<file path="config.mk">
export PLATFORM = sky130hd
export DESIGN_NAME = hazard_ctrl
export DESIGN_NICKNAME = d
export VERILOG_FILES = /design/src/rtl/hazard_ctrl_pkg.sv /design/src/rtl/hazard_ctrl_perf.sv /design/src/rtl/hazard_ctrl.sv
export SDC_FILE = /design/constraint.sdc
export NUM_CORES = 1
export LEC_CHECK = 0
export BUFFER_PORTS_ARGS = -buffer_cell sky130_fd_sc_hd__buf_4
export CORE_AREA = 2 2 39 41
export DETAILED_ROUTE_END_ITERATION = 10
export DIE_AREA = 0 0 41 43
export RECOVER_POWER = 25
export SLEW_MARGIN = 20
export SYNTH_ARGS = -nofsm -noshare
export SYNTH_HDL_FRONTEND = slang
export SYNTH_SLANG_ARGS = --single-unit
</file>
<file path="constraint.sdc">
create_clock -name clk -period 1.55 [get_ports clk]
set_input_delay 0.2325 -clock clk [delete_from_list [all_inputs] [get_ports clk]]
set_output_delay 0.2325 -clock clk [all_outputs]
set_load 0.005 [all_outputs]
</file>
<file path="src/rtl/hazard_ctrl_pkg.sv">
// ============================================================================
// Module      : hazard_ctrl_pkg
// Description : Shared types and constants for the pipeline hazard controller.
// Revision    : 1.0 - initial release
// ============================================================================
`default_nettype none

package hazard_ctrl_pkg;

    typedef enum logic [1:0] {
        RUN      = 2'b00,
        MEM_WAIT = 2'b01,
        MD_WAIT  = 2'b10
    } hz_state_e;

    typedef struct packed {
        logic en;
        logic clr;
    } stage_ctl_t;

    localparam logic [31:0] REG_ZERO = '0;

    localparam stage_ctl_t CTL_RUN   = '{en: 1'b1, clr: 1'b0};
    localparam stage_ctl_t CTL_HOLD  = '{en: 1'b0, clr: 1'b0};
    localparam stage_ctl_t CTL_FLUSH = '{en: 1'b1, clr: 1'b1};

endpackage

`default_nettype wire

</file>
<file path="src/rtl/hazard_ctrl_perf.sv">
// ============================================================================
// Module      : hazard_ctrl_perf
// Description : Bank of three saturating event counters (stall, flush, load-use).
// Revision    : 1.0 - initial release
// ============================================================================
`default_nettype none

module hazard_ctrl_perf #(
    parameter int CNT_WIDTH = 32
) (
    input  logic                 clk,
    input  logic                 rst,
    input  logic                 stall_inc,
    input  logic                 flush_inc,
    input  logic                 loaduse_inc,
    output logic [CNT_WIDTH-1:0] stall_cnt,
    output logic [CNT_WIDTH-1:0] flush_cnt,
    output logic [CNT_WIDTH-1:0] loaduse_cnt
);

    logic [2:0]           w_inc;
    logic [CNT_WIDTH-1:0] r_cnt [3];

    assign w_inc = {loaduse_inc, flush_inc, stall_inc};

    generate
        for (genvar i = 0; i < 3; i++) begin : g_cnt
            // Counters stick at all-ones rather than wrapping.
            always_ff @(posedge clk) begin
                if (rst) begin
                    r_cnt[i] <= '0;
                end else if (w_inc[i] && (r_cnt[i] != {CNT_WIDTH{1'b1}})) begin
                    r_cnt[i] <= r_cnt[i] + CNT_WIDTH'(1);
                end
            end
        end
    endgenerate

    assign stall_cnt   = r_cnt[0];
    assign flush_cnt   = r_cnt[1];
    assign loaduse_cnt = r_cnt[2];

endmodule

`default_nettype wire

</file>
<file path="src/rtl/hazard_ctrl.sv">
// ============================================================================
// Module      : hazard_ctrl
// Description : Stall/flush sequencer for the 5-stage pipeline. Optional
//               performance counters are built when PERF_CNT_EN is defined.
// Revision    : 1.0 - initial release
// ============================================================================
`default_nettype none

module hazard_ctrl
    import hazard_ctrl_pkg::*;
#(
    parameter int REG_ADDR_WIDTH = 5,
    parameter int CNT_WIDTH      = 32
) (
    input  logic                      clk,
    input  logic                      rst,
    input  logic [REG_ADDR_WIDTH-1:0] id_rs1,
    input  logic [REG_ADDR_WIDTH-1:0] id_rs2,
    input  logic                      id_use_rs1,
    input  logic                      id_use_rs2,
    input  logic [REG_ADDR_WIDTH-1:0] ex_rd,
    input  logic                      ex_mem_read,
    input  logic                      ex_br_taken,
    input  logic                      ex_md_start,
    input  logic                      md_done,
    input  logic                      mem_req,
    input  logic                      mem_ready,
    output logic                      pc_en,
    output logic                      if_id_en,
    output logic                      if_id_clr,
    output logic                      id_ex_en,
    output logic                      id_ex_clr,
    output logic                      ex_mem_en,
    output logic                      ex_mem_clr,
    output logic                      mem_wb_en,
    output logic                      mem_wb_clr,
    output logic [1:0]                state_o
`ifdef PERF_CNT_EN
    ,
    output logic [CNT_WIDTH-1:0]      stall_cnt,
    output logic [CNT_WIDTH-1:0]      flush_cnt,
    output logic [CNT_WIDTH-1:0]      loaduse_cnt
`endif
);

    hz_state_e  r_state;
    logic       r_md_done_q;

    logic       w_memfrz;
    logic       w_mdstall;
    logic       w_loaduse;
    logic       w_pc_en;
    stage_ctl_t w_if_id;
    stage_ctl_t w_id_ex;
    stage_ctl_t w_ex_mem;
    stage_ctl_t w_mem_wb;

    assign w_memfrz  = mem_req & ~mem_ready;
    assign w_mdstall = ((r_state == MD_WAIT) & ~(md_done | r_md_done_q)) |
                       ((r_state == RUN) & ex_md_start & ~md_done);
    assign w_loaduse = ex_mem_read & (ex_rd != REG_ZERO[REG_ADDR_WIDTH-1:0]) &
                       ((id_use_rs1 & (id_rs1 == ex_rd)) |
                        (id_use_rs2 & (id_rs2 == ex_rd)));

    // Priority: reset, memory freeze, MUL/DIV stall, branch flush, load-use.
    always_comb begin
        w_pc_en  = 1'b1;
        w_if_id  = CTL_RUN;
        w_id_ex  = CTL_RUN;
        w_ex_mem = CTL_RUN;
        w_mem_wb = CTL_RUN;
        if (rst || w_memfrz) begin
            w_pc_en  = 1'b0;
            w_if_id  = CTL_HOLD;
            w_id_ex  = CTL_HOLD;
            w_ex_mem = CTL_HOLD;
            w_mem_wb = CTL_HOLD;
        end else if (w_mdstall) begin
            w_pc_en  = 1'b0;
            w_if_id  = CTL_HOLD;
            w_id_ex  = CTL_HOLD;
            w_ex_mem = CTL_FLUSH;
        end else if (ex_br_taken) begin
            w_if_id  = CTL_FLUSH;
            w_id_ex  = CTL_FLUSH;
        end else if (w_loaduse) begin
            w_pc_en  = 1'b0;
            w_if_id  = CTL_HOLD;
            w_id_ex  = CTL_FLUSH;
        end
    end

    always_ff @(posedge clk) begin
        if (rst) begin
            r_state     <= RUN;
            r_md_done_q <= 1'b0;
        end else begin
            case (r_state)
                RUN: begin
                    if (w_memfrz) begin
                        r_state <= MEM_WAIT;
                    end else if (ex_md_start && !md_done) begin
                        r_state <= MD_WAIT;
                    end
                end
                MEM_WAIT: begin
                    if (mem_ready) begin
                        r_state <= RUN;
                    end
                end
                MD_WAIT: begin
                    // A completion seen while frozen is remembered until the pipe moves.
                    if (!w_memfrz && (md_done || r_md_done_q)) begin
                        r_state     <= RUN;
                        r_md_done_q <= 1'b0;
                    end else if (w_memfrz && md_done) begin
                        r_md_done_q <= 1'b1;
                    end
                end
                default: begin
                    r_state <= RUN;
                end
            endcase
        end
    end

    assign pc_en      = w_pc_en;
    assign if_id_en   = w_if_id.en;
    assign if_id_clr  = w_if_id.clr;
    assign id_ex_en   = w_id_ex.en;
    assign id_ex_clr  = w_id_ex.clr;
    assign ex_mem_en  = w_ex_mem.en;
    assign ex_mem_clr = w_ex_mem.clr;
    assign mem_wb_en  = w_mem_wb.en;
    assign mem_wb_clr = w_mem_wb.clr;
    assign state_o    = rst ? RUN : r_state;

`ifdef PERF_CNT_EN
    logic w_stall_ev;
    logic w_flush_ev;
    logic w_loaduse_ev;

    assign w_stall_ev   = ~rst & (w_memfrz | w_mdstall);
    assign w_flush_ev   = ~rst & ~w_memfrz & ~w_mdstall & ex_br_taken;
    assign w_loaduse_ev = ~rst & ~w_memfrz & ~w_mdstall & ~ex_br_taken & w_loaduse;

    hazard_ctrl_perf #(
        .CNT_WIDTH (CNT_WIDTH)
    ) u_perf (
        .clk         (clk),
        .rst         (rst),
        .stall_inc   (w_stall_ev),
        .flush_inc   (w_flush_ev),
        .loaduse_inc (w_loaduse_ev),
        .stall_cnt   (stall_cnt),
        .flush_cnt   (flush_cnt),
        .loaduse_cnt (loaduse_cnt)
    );
`endif

endmodule

`default_nettype wire

</file>
Yosys cells after proc, flatten, opt, wreduce, memory -nomap -nowiden
Index checks and enable logic that the tools add are counted.
{"block": "totals", "romBits": 0, "latchBits": 0, "n_memories": 0, "regBits": 3, "input_bits": 25, "mem_bits_rw": 0}
{"block": "op_classes", "bitwise": 14, "n_mul": 0, "mux": 23, "div_mod_pow": 0, "n_eq_ne": 7, "n_addsub": 0, "n_lt_le_gt_ge": 0, "n_shift": 0, "reduce_logical": 12}
{"op": "2-bit 2-to-1 mux", "n": 13}
{"op": "5-bit == test", "n": 2}
{"op": "1-bit 2-to-1 mux", "n": 9}
{"op": "1-bit bitwise AND", "n": 8}
{"op": "2-bit case mux with 3 select lines", "n": 1}
{"op": "5-bit nonzero test", "n": 1}
{"op": "1-bit logical AND", "n": 3}
{"op": "3-bit by 2-bit != test with 1-bit output (second input constant)", "n": 1}
{"op": "1-bit inverter", "n": 3}
{"op": "1-bit bitwise OR", "n": 3}
{"op": "3-bit AND reduction", "n": 1}
{"op": "2-bit by 1-bit == test with 1-bit output (second input constant)", "n": 1}
{"op": "2-bit == test (second input constant)", "n": 1}
{"op": "1-bit zero test", "n": 2}
{"op": "2-bit zero test", "n": 1}
{"op": "1-bit logical OR", "n": 2}
{"op": "2-bit by 1-bit != test with 1-bit output (second input constant)", "n": 1}
{"op": "2-bit != test (second input constant)", "n": 1}
{"op": "2-bit AND reduction", "n": 1}
{"op": "2-bit nonzero test", "n": 1}

Logic depth before layout (Yosys ltp)
Gate-level depths: netlist (run 1).
{"block": "logic_depth", "depth_word": 8, "depth_mapped": 6, "ltp_nobuf": 5}

Worst setup path before layout (run 1)
No wires, ideal clock.
{"block": "synth_timing", "path_kind": "in2out", "startpoint": "in ex_rd[2]", "endpoint": "out pc_en", "cell_stages": 5, "n_path_buf": 1, "arrival_ps": 1211, "path_slack_ps": 106, "cell_sequence": "xor2_1 > nor4_2 > a32oi_1 > o31a_1 > buf_4"}
{"block": "synth_via", "elab_chain_cells": 8, "elab_cells_between_ends": 12, "cone_classes": "eq/ne (2); mux (4); bitwise (5); reduce/logical (1)"}
{"item": "start, declared", "line_no": "hazard_ctrl.sv:21", "text": "input logic [REG_ADDR_WIDTH-1:0] ex_rd,"}
{"item": "5-bit == test (on tied branches)", "line_no": "hazard_ctrl.sv:62, hazard_ctrl.sv:63"}
{"item": "1-bit bitwise AND (on tied branches)", "line_no": "hazard_ctrl.sv:62, hazard_ctrl.sv:63"}
{"item": "1-bit bitwise OR", "line_no": "hazard_ctrl.sv:62", "text": "((id_use_rs1 & (id_rs1 == ex_rd)) |"}
{"item": "1-bit bitwise AND (*)", "line_no": "hazard_ctrl.sv:61", "text": "assign w_loaduse = ex_mem_read & (ex_rd != REG_ZERO[REG_ADDR_WIDTH-1:0]) &"}
{"item": "1-bit 2-to-1 mux (*)", "line_no": "hazard_ctrl.sv:86", "text": "end else if (w_loaduse) begin"}
{"item": "1-bit 2-to-1 mux (*)", "line_no": "hazard_ctrl.sv:83", "text": "end else if (ex_br_taken) begin"}
{"item": "1-bit 2-to-1 mux (*)", "line_no": "hazard_ctrl.sv:78", "text": "end else if (w_mdstall) begin"}
{"item": "1-bit 2-to-1 mux (*)", "line_no": "hazard_ctrl.sv:72", "text": "if (rst || w_memfrz) begin"}
{"item": "end, declared", "line_no": "hazard_ctrl.sv:28", "text": "output logic pc_en,"}
Every way passes the cells marked *; elsewhere a longest branch is shown, timed or not.

Final worst setup path (run 1)
{"block": "layout_timing", "startpoint": "in ex_rd[3]", "endpoint": "out if_id_en"}
{"block": "layout_via", "elab_chain_cells": 8, "elab_cells_between_ends": 12, "cone_classes": "eq/ne (2); mux (4); bitwise (5); reduce/logical (1)"}
{"item": "5-bit == test (on tied branches)", "line_no": "hazard_ctrl.sv:62, hazard_ctrl.sv:63"}
{"item": "1-bit bitwise AND (on tied branches)", "line_no": "hazard_ctrl.sv:62, hazard_ctrl.sv:63"}
{"item": "1-bit bitwise OR", "line_no": "hazard_ctrl.sv:62"}
{"item": "1-bit bitwise AND (*)", "line_no": "hazard_ctrl.sv:61"}
{"item": "2-bit 2-to-1 mux (*)", "line_no": "hazard_ctrl.sv:86"}
{"item": "2-bit 2-to-1 mux (*)", "line_no": "hazard_ctrl.sv:83"}
{"item": "2-bit 2-to-1 mux (*)", "line_no": "hazard_ctrl.sv:78"}
{"item": "2-bit 2-to-1 mux (*)", "line_no": "hazard_ctrl.sv:72"}
{"item": "end, declared", "line_no": "hazard_ctrl.sv:29", "text": "output logic if_id_en,"}
Marks and branches as above.

==> run summary, run 1 <==
status -> finished, violations left
violated checks -> negative setup slack
largest net degree at the start of global routing -> 8
sequential area share after synthesis -> 0.168
I/O Pins -> 36
clk slew on worst S/H paths -> 0.03 ns
Post-Route Hold Slack -> 0.185 ns
Max Clock Freq -> 615 MHz
Power Dens Cells -> 534 nW/um^2
core area -> 1380 um^2
Clock Path Buffers -> 2
Gate Count Post-Synth -> 47
H-tree depth -> 1
Initial DRT Pass Iterations -> 4
most frequent CP cell -> buf_4
Final Max Tran Viols -> 0
reg2reg path depth -> 4
area of the multi-input gates -> 302 um^2
CTS Buf Count -> 3
DIE AREA -> 1760 um^2
final WL -> 1.03 mm
crit path buf inv count -> 2
nets@finish -> 112
CTS sink count -> 3
Area growth, synth to finish -> 100%
Setup Crit Path Kind -> input port to output port
CP arrival -> 1.39 ns
synth unique cells -> 24
leading area contributor after synthesis -> xor2_1
Critical Path RT -> 1.32 ns
Die Ht -> 43 um
max cap viols -> 0
Total Neg Setup Slack -> -0.266 ns
most common cell in the netlist -> xor2_1
CP max stage cell -> o31a_1
final worst slack -> -0.0754 ns
critical-path cell list -> buf_4, xor2_1, nor4_1, a32oi_1, o31a_1, buf_4
Post-DP HPWL -> 877 um
Worst setup SP type -> input port
Via density -> 4.33
critical path's top delay family -> compound AO/OA/AOI/OAI gates
Crit. End Element -> output port
FF+latch count, synth -> 3
site row count -> 14
final period utilization -> 1.05
path category of the worst min-delay check -> input port to flop
CP Depth -> 6
average size of a mapped cell -> 7.59 um^2
vias in the first global route -> 404
worst skew pair latency -> 0.23 ns
port buffer count -> 34
leakage power -> 0.340 nW
CP max FO -> 3
Post-synth top flop -> dfxtp_1
slowest cell delay on critical path -> 0.34 ns
IR drop worst, VDD -> 0.347 mV
TritonCTS clock tree -> yes
commonest cells in the netlist -> xor2_1 (8), nor2b_1 (4)
Avg WL per Cell -> 10.1 um
RD Place Congestion -> 0.737
drt initial violations -> 7
unrepaired setup endpoints after global routing -> true
Synth warnings -> 0
Mapped Area -> 357 um^2
initial antenna violation count -> 0
layout filler cell count -> 143
ANT nets after route -> 0
Total GRT Usage -> 0.133
Worst Hold Path Cells -> 2
final setup violating endpoints -> 4
first-pass GRT wire length -> 1.57 mm
vias -> 442
initial cell density of the core -> 0.258
asr flop ratio synth -> 0
Die Wd -> 41 um
synth top area cells -> xor2_1 (20%), dfxtp_1 (17%), nor2b_1 (7.0%)
share of cells above drive strength 1 -> 0.581
Hold Fails Final Rpt -> 0
worst clock skew -> 0.000679 ns
total grt overflow -> 0
Syn Nets -> 72
EDFF count, synth -> 0
Antenna Diode Count -> 0
crit path time final -> 1.63 ns
post-synth top area share -> 0.196
root buf cell -> clkbuf_4
Post-route DRC -> 0
Reg area -> 61.3 um^2
registers in the layout, indices dropped and copies added, names as in the netlist:
signal and flops:
r_state 2, r_md_done_q 1
where the power goes:
group	internal, W	switching (W)
clock network	0.0000963	0.0000376
logic	0.0000994	0.0000621
registers	0.0000815	0.00000368
cell families (layout without fill, tap and decap cells):
logic type,after synthesis,after routing,synth area share
compound gates,9,9,0.172
other cells,1,1,0.0105
flops,3,3,0.168
buf+inv,5,44,0.0842
xor+xnor,10,10,0.246
simple gates,19,19,0.319
cells in the final DEF, fill, tap and decap left out, types with 2 or more instances in the layout:
cell	instances
nor2_1	2
nor3_1	2
nor4_1	2
a21oi_1	2
clkbuf_4	3
nand2b_1	2
xnor2_1	2
xor2_1	6
nor2b_1	4
buf_4	35
xor2_2	2
buf_6	3
dfxtp_1	2
final timing paths:
path,to,start,slack (ns)
min reg2reg,r_state[1]$_SDFFE_PP0P_,r_state[0]$_SDFFE_PP0P_,0.52
max,if_id_en,ex_rd[3],-0.08
max reg2reg,r_md_done_q$_SDFFE_PP0P_,r_state[1]$_SDFFE_PP0P_,0.47
min,r_state[0]$_SDFFE_PP0P_,mem_ready,0.18
metal layers:
| layer | GRT usage | wire length, um | up-vias |
|---|---|---|---|
| met5 | 0 | 0 | - |
| met1 | 0.162 | 424 | 194 |
| li1 | - | - | 239 |
| met3 | 0 | 43 | 0 |
| met4 | 0.120 | 0 | 0 |
| met2 | 0.200 | 565 | 9 |
repair_timing:
action	in CTS	in global routing
hold buffers	0	0
pin swaps	2	6
resized for setup	3	10
buffers inserted	1	1
endpoints found under the hold margin	0	0
setup endpoints to repair	6	6
stage by stage:
step | utilization | cells | power (W) | cell area, um^2 | setup WS, ns
2_1_floorplan | - | 47 | 0.000145 | 357 | 0.106
3_3_place_gp | 0.451 | 96 | 0.000230 | 624 | -0.0591
3_5_place_dp | 0.451 | 96 | 0.000231 | 624 | -0.0705
4_1_cts | 0.484 | 101 | 0.000377 | 669 | -0.126
5_1_grt | 0.515 | 102 | 0.000407 | 713 | -0.161
6_report | 0.515 | 102 | 0.000381 | 713 | -0.0754
final cells by class:
class / count / area share
sequential: 3 / 0.0860
inverter: 2 / 0.0105
timing repair buffer: 38 / 0.416
tap: 16 / 0.0281
multi-input combinational: 39 / 0.423
clock buffer: 4 / 0.0368
Note: power is estimated with default switching activity, not from simulation.
==> run 2, diff against run 1 <==
--- a/config.mk
+++ b/config.mk
@@ -6,6 +6,7 @@
 export NUM_CORES = 1
 export LEC_CHECK = 0
 export BUFFER_PORTS_ARGS = -buffer_cell sky130_fd_sc_hd__buf_4
+export CAP_MARGIN = 20
 export CORE_AREA = 2 2 39 41
 export DETAILED_ROUTE_END_ITERATION = 10
 export DIE_AREA = 0 0 41 43
@@ -13,4 +14,5 @@
 export SLEW_MARGIN = 20
 export SYNTH_ARGS = -nofsm -noshare
 export SYNTH_HDL_FRONTEND = slang
+export SYNTH_HIERARCHICAL = 1
 export SYNTH_SLANG_ARGS = --single-unit
==> constraint.sdc (replaced) <==
create_clock -name clk -period 2 [get_ports clk]
set_input_delay 0.3 -clock clk [delete_from_list [all_inputs] [get_ports clk]]
set_output_delay 0.3 -clock clk [all_outputs]
set_load 0.005 [all_outputs]
==> run 2 against run 1 <==
The flow now finishes without violations. Register-to-register slack gained 0.57 ns. Sequential share of layout area grew 0.85 points. Via count shrank 2.5%. Critical path depth is the same. Worst hold slack gained 0.065 ns. Critical endpoint unchanged. Largest power group unchanged.
==> run summary, run 2 <==
Post-DP HPWL -> 859 um (was 877 um)
NetSw -> 0.0000758 W (was 0.000103 W)
Initial DRT Pass Iterations -> 2 (was 4)
Total GRT Usage -> 0.127 (was 0.133)
final setup violating endpoints -> 0 (was 4)
Gate Count Post-Synth -> 47 (unchanged)
Max Clock Freq -> 568 MHz
Total Neg Setup Slack -> 0 ns (was -0.266 ns)
most frequent CP cell -> buf_4 (unchanged)
total grt overflow -> 0 (unchanged)
CTS Buf Count -> 3 (unchanged)
unrepaired setup endpoints after global routing -> false (was true)
CP arrival -> 1.46 ns (was 1.39 ns)
leading area contributor after synthesis -> xor2_1 (unchanged)
synth unique cells -> 24 (unchanged)
crit path time final -> 1.76 ns
TritonCTS clock tree -> yes (unchanged)
Mapped Area -> 357 um^2 (unchanged)
biggest regs -> r_state x2, r_md_done_q x1 (unchanged)
area fraction in compound gates after synthesis -> 0.172 (unchanged)
Placed Instance Area -> 609 um^2 (was 624 um^2)
Reg with most FFs -> r_state (unchanged)
critical path's top delay family -> compound AO/OA/AOI/OAI gates (unchanged)
Synth warnings -> 6 (was 0)
Final Cell Area -> 636 um^2 (was 713 um^2)
Worst Hold Path EP -> r_state[0]$_SDFFE_PP0P_ (unchanged)
H-tree depth -> 1 (unchanged)
sequential share of power -> 0.237 (was 0.224)
FF+latch count, synth -> 3 (unchanged)
Syn Nets -> 72 (unchanged)
Antenna Diode Count -> 0 (unchanged)
Synth Area in Adders -> 0 (unchanged)
nets@finish -> 108 (was 112)
I/O Pins -> 36 (unchanged)
Post-synth top flop -> dfxtp_1 (unchanged)
ANT nets after route -> 0 (unchanged)
root buf cell -> clkbuf_4 (unchanged)
Net Sw Frac -> 0.271 (was 0.272)
worst clock skew -> 0.000747 ns (was 0.000679 ns)
Setup Crit Path Kind -> input port to output port (unchanged)
Post-route DRC -> 0 (unchanged)
CP Depth -> 6 (unchanged)
vias in the first global route -> 382 (was 404)
post-layout util -> 0.459 (was 0.515)
largest net degree at the start of global routing -> 8 (unchanged)
post-cts resize count -> 0 (was 3)
final WL -> 972 um (was 1.03 mm)
Power Dens Cells -> 439 nW/um^2 (was 534 nW/um^2)
max FFs per register -> 2 (unchanged)
Via density -> 4.40 (was 4.33)
vias -> 431 (was 442)
average size of a mapped cell -> 7.59 um^2 (unchanged)
setup bufs post-CTS -> 0 (was 1)
worst skew pair latency -> 0.23 ns (about the same)
critical-path cell list -> buf_4, xor2_1, nor4_2, a32oi_1, o31a_1, buf_4 (was buf_4, xor2_1, nor4_1, a32oi_1, o31a_1, buf_4)
final period utilization -> 0.880
Clock Path Buffers -> 2 (unchanged)
hold-fix buffers at CTS -> 0 (unchanged)
path category of the worst min-delay check -> input port to flop (unchanged)
status -> completed (was finished, violations left)
simple-gate share of the synthesized area -> 0.319 (unchanged)
DIE AREA -> 1760 um^2 (unchanged)
CTS sink count -> 3 (unchanged)
post-synth top area share -> 0.196 (unchanged)
Clock power frac -> 0.376 (was 0.352)
reg-to-reg endpoint -> r_md_done_q$_SDFFE_PP0P_ (unchanged)
Final Max Tran Viols -> 0 (unchanged)
Die Ht -> 43 um (unchanged)
sequential area share after synthesis -> 0.168 (unchanged)
CP max stage cell -> o31a_1 (unchanged)
Die Wd -> 41 um (unchanged)
combinational group share of total power -> 0.387 (was 0.424)
commonest cells in the netlist -> xor2_1 (8), nor2b_1 (4) (unchanged)
synth top area cells -> xor2_1 (20%), dfxtp_1 (17%), nor2b_1 (7.0%) (unchanged)
RD Place Congestion -> 0.720 (was 0.737)
IR drop worst, VDD -> 0.251 mV (was 0.347 mV)
initial antenna violation count -> 0 (unchanged)
most common cell in the netlist -> xor2_1 (unchanged)
max cap viols -> 0 (unchanged)
Pint -> 0.000203 W (was 0.000277 W)
XOR/XNOR share of the synthesized area -> 0.246 (unchanged)
R2R Path Start -> r_state[1]$_SDFFE_PP0P_ (unchanged)
first-pass GRT wire length -> 1.52 mm (was 1.57 mm)
crit path buf inv count -> 2 (unchanged)
port buffer count -> 34 (unchanged)
asr flop ratio synth -> 0 (unchanged)
core area -> 1380 um^2 (unchanged)
largest family of logic cells by synthesized area -> simple AND/OR/NAND/NOR gates (unchanged)
Worst R2R Setup Slack -> 1.04 ns (was 0.47 ns)
Avg WL per Cell -> 9.92 um (was 10.1 um)
Crit. End Element -> output port (unchanged)
most common cell after layout, fill and taps aside -> buf_4 (unchanged)
share of cells above drive strength 1 -> 0.463 (was 0.581)
initial cell density of the core -> 0.258 (unchanged)
Worst Hold Path Cells -> 2 (unchanged)
Critical Path RT -> 1.70 ns (was 1.32 ns)
Hold Fails Final Rpt -> 0 (unchanged)
Area growth, synth to finish -> 78.2% (was 100%)
drt initial violations -> 2 (was 7)
site row count -> 14 (unchanged)
EDFF count, synth -> 0 (unchanged)
slowest cell delay on critical path -> 0.32 ns (was 0.34 ns)
most frequent cells in the layout -> buf_4 (34), xor2_1 (8), nor2b_1 (4) (was buf_4 (35), xor2_1 (6), nor2b_1 (4))
HP Start -> mem_ready (unchanged)
leakage power -> 0.310 nW (was 0.340 nW)
clk slew on worst S/H paths -> 0.04 ns (was 0.03 ns)
CP max FO -> 3 (unchanged)
Worst setup SP type -> input port (unchanged)
reg2reg path depth -> 3 (was 4)
post-synthesis mux area share -> 0 (unchanged)
==> run 2: layer usage <==
metal / part of all wire / routed length, um / track usage
met3: 0.042 / 41 / 0
met4: 0 / 0 / 0.120
met1: 0.42 / 410 / 0.162
met5: 0 / 0 / 0
met2: 0.53 / 520 / 0.181
==> run 2: cell type report <==
type / instances / area (um^2)
Sequential cell: 3 / 60.1
Tap cell: 16 / 20.0
Fill cell: 133 / 748
Timing Repair Buffer: 34 / 255
Clock buffer: 4 / 26.3
Inverter: 2 / 7.51
Multi-Input combinational cell: 39 / 267
==> run 2: per-stage QoR <==
step	power [W]	setup WS, ns	hold slack, ns	std cells
after global placement	0.000175	0.254	0.486	94
after CTS	0.000288	0.219	0.239	98
after detailed placement	0.000176	0.222	0.490	94
after global routing	0.000300	0.134	0.250	98
after floorplan	0.000113	0.421	0.373	47
final	0.000279	0.239	0.250	98
==> run 2: worst max-delay path by stage <==
stage	from	end
3_5_place_dp	ex_rd[2]	if_id_en
4_1_cts	ex_rd[2]	if_id_en
3_3_place_gp	ex_rd[2]	if_id_en
2_1_floorplan	ex_rd[2]	pc_en
5_1_grt	ex_rd[2]	pc_en
6_report	ex_rd[2]	if_id_en
==> run 2: power groups by stage <==
| stage | Sequential [W] | Clock [W] | Combinational, W |
|---|---|---|---|
| 3_3_place_gp | 0.0000670 | 0 | 0.000108 |
| 6_report | 0.0000662 | 0.000105 | 0.000108 |
| 5_1_grt | 0.0000665 | 0.000114 | 0.000119 |
| 3_5_place_dp | 0.0000670 | 0 | 0.000109 |
| 4_1_cts | 0.0000661 | 0.000113 | 0.000109 |
| 2_1_floorplan | 0.0000661 | 0 | 0.0000466 |
==> run 2: cell families after synthesis <==
logic type / after synthesis
buf+inv: 5
compound gates: 9
xor+xnor: 10
simple gates: 19
flops: 3
other cells: 1
==> run 2: worst register-to-register path: cells and delay by family (launching register included) <==
family	cells	cell delay, ns
AND/OR/NAND/NOR	1	0.19
AO/OA/AOI/OAI	2	0.29
flip-flops	1	0.39
==> run 3, diff against run 2 <==
==> constraint.sdc (replaced) <==
create_clock -name clk -period 2.16 [get_ports clk]
set_input_delay 0.324 -clock clk [delete_from_list [all_inputs] [get_ports clk]]
set_output_delay 0.324 -clock clk [all_outputs]
set_load 0.005 [all_outputs]
==> run 3 against run 2 <==
Wire length increased by 3.9%. Final area unchanged. Clock power down 9%. Global-route usage grew 0.50 points. Flip-flop and latch count unchanged. Count of clock-buffer cells in the layout unchanged. Via count rose by 2.6%. Clock skew is essentially flat. Setup slack better by 0.12 ns.
==> run summary, run 3 (synthesis gave the netlist of run 2 again) <==
share of cells above drive strength 1 -> 0.463 (unchanged)
Final Cell Area -> 636 um^2 (unchanged)
crit path time final -> 1.80 ns
max cap viols -> 0 (unchanged)
IR drop worst, VDD -> 0.225 mV (was 0.251 mV)
Worst setup SP type -> input port (unchanged)
unrepaired setup endpoints after global routing -> false (unchanged)
largest net degree at the start of global routing -> 8 (unchanged)
top sig layer -> met3 (unchanged)
drt initial violations -> 7 (was 2)
initial cell density of the core -> 0.258 (unchanged)
WL met1 -> 429 um (was 410 um)
CP max stage cell -> o31a_1 (unchanged)
met2 WL -> 532 um (was 520 um)
Met3 Wirelength -> 48 um (was 41 um)
hold-fix buffers at CTS -> 0 (unchanged)
Avg WL per Cell -> 10.3 um (was 9.92 um)
vias -> 442 (was 431)
leakage power -> 0.310 nW (unchanged)
nets@finish -> 108 (unchanged)
biggest regs -> r_state x2, r_md_done_q x1 (unchanged)
Reg with most FFs -> r_state (unchanged)
layout filler cell count -> 149 (was 133)
worst skew pair latency -> 0.23 ns (about the same)
total grt overflow -> 0 (unchanged)
TritonCTS clock tree -> yes (unchanged)
post-cts resize count -> 0 (unchanged)
root buf cell -> clkbuf_4 (unchanged)
ANT nets after route -> 0 (unchanged)
Power Dens Cells -> 405 nW/um^2 (was 439 nW/um^2)
most common cell after layout, fill and taps aside -> buf_4 (unchanged)
slowest cell delay on critical path -> 0.32 ns (about the same)
port buffer count -> 34 (unchanged)
final worst slack -> 0.359 ns (was 0.239 ns)
setup bufs post-CTS -> 0 (unchanged)
path category of the worst min-delay check -> input port to flop (unchanged)
Placed Instance Area -> 609 um^2 (unchanged)
Die Ht -> 43 um (unchanged)
site row count -> 14 (unchanged)
initial antenna violation count -> 0 (unchanged)
total power draw -> 0.000258 W (was 0.000279 W)
vias in the first global route -> 409 (was 382)
H-tree depth -> 1 (unchanged)
first-pass GRT wire length -> 1.58 mm (was 1.52 mm)
Setup Crit Path Kind -> input port to output port (unchanged)
CP max FO -> 3 (unchanged)
Critical Path RT -> 1.84 ns (was 1.70 ns)
CTS sink count -> 3 (unchanged)
worst slack at placement -> 0.358 ns (was 0.222 ns)
Antenna Diode Count -> 0 (unchanged)
clk slew on worst S/H paths -> 0.04 ns (about the same)
Post-DP HPWL -> 870 um (was 859 um)
Clock Path Buffers -> 2 (unchanged)
final setup violating endpoints -> 0 (unchanged)
Total Neg Setup Slack -> 0 ns (unchanged)
Final Max Tran Viols -> 0 (unchanged)
worst clock skew -> 0.000276 ns (was 0.000747 ns)
status -> completed (unchanged)
final period utilization -> 0.834
Area growth, synth to finish -> 78.2% (unchanged)
Via density -> 4.51 (was 4.40)
Max Clock Freq -> 555 MHz
RD Place Congestion -> 0.720 (about the same)
Crit. End Element -> output port (unchanged)
Hold Fails Final Rpt -> 0 (unchanged)
max FFs per register -> 2 (unchanged)
most frequent CP cell -> buf_4 (unchanged)
most frequent cells in the layout -> buf_4 (34), xor2_1 (8), nor2b_1 (4) (unchanged)
Post-route DRC -> 0 (unchanged)
Worst R2R Setup Slack -> 1.21 ns (was 1.04 ns)
CP arrival -> 1.48 ns (was 1.46 ns)
critical-path cell list -> buf_4, xor2_1, nor4_2, a32oi_1, o31a_1, buf_4 (unchanged)
I/O Pins -> 36 (unchanged)
DIE AREA -> 1760 um^2 (unchanged)
CTS Buf Count -> 3 (unchanged)
final WL -> 1.01 mm (was 972 um)
core area -> 1380 um^2 (unchanged)
Total GRT Usage -> 0.132 (was 0.127)
Die Wd -> 41 um (unchanged)
post-layout util -> 0.459 (unchanged)
Initial DRT Pass Iterations -> 4 (was 2)
[run 3: cell counts in the layout (fill, tap and decap cells not counted)]
Identical to the previous run, type by type.
[run 3: path summary, 6_finish.rpt]
check,from,end,cells after the start
min,mem_ready,r_state[0]$_SDFFE_PP0P_,2
max,ex_rd[2],if_id_en,6
max reg2reg,r_state[1]$_SDFFE_PP0P_,r_md_done_q$_SDFFE_PP0P_,3
min reg2reg,r_state[1]$_SDFFE_PP0P_,r_state[0]$_SDFFE_PP0P_,1
[run 3: routing by layer]
layer	vias to the layer above	global-route usage
met3	0	0.0157
met2	9	0.194
met1	199	0.166
met4	0	0.100
met5	-	0
li1	234	-
[run 3: worst max-delay path, delay by kind of cell]
family	cells	cell delay, ns
buffers and inverters	2	0.26
XOR/XNOR	1	0.16
AO/OA/AOI/OAI	2	0.47
AND/OR/NAND/NOR	1	0.25
[run 3: layout make-up]
cell class / count / area (um^2) / area share
Multi-Input combinational cell: 39 / 267 / 0.419
Timing Repair Buffer: 34 / 255 / 0.402
Sequential cell: 3 / 60.1 / 0.0945
Tap cell: 16 / 20.0 / 0.0315
Inverter: 2 / 7.51 / 0.0118
Clock buffer: 4 / 26.3 / 0.0413
[run 3: report_power, final]
| part | leakage [nW] | internal [W] | switching [W] |
|---|---|---|---|
| Sequential | 0.0245 | 0.0000584 | 0.00000290 |
| Combinational | 0.271 | 0.0000607 | 0.0000397 |
| Clock | 0.0150 | 0.0000691 | 0.0000268 |
[run 3: stage by stage]
stage | instances | hold WS (ns)
4_1_cts | 98 | 0.268
6_report | 98 | 0.275
5_1_grt | 98 | 0.270
3_5_place_dp | 94 | 0.506
2_1_floorplan | 47 | 0.397
3_3_place_gp | 94 | 0.504
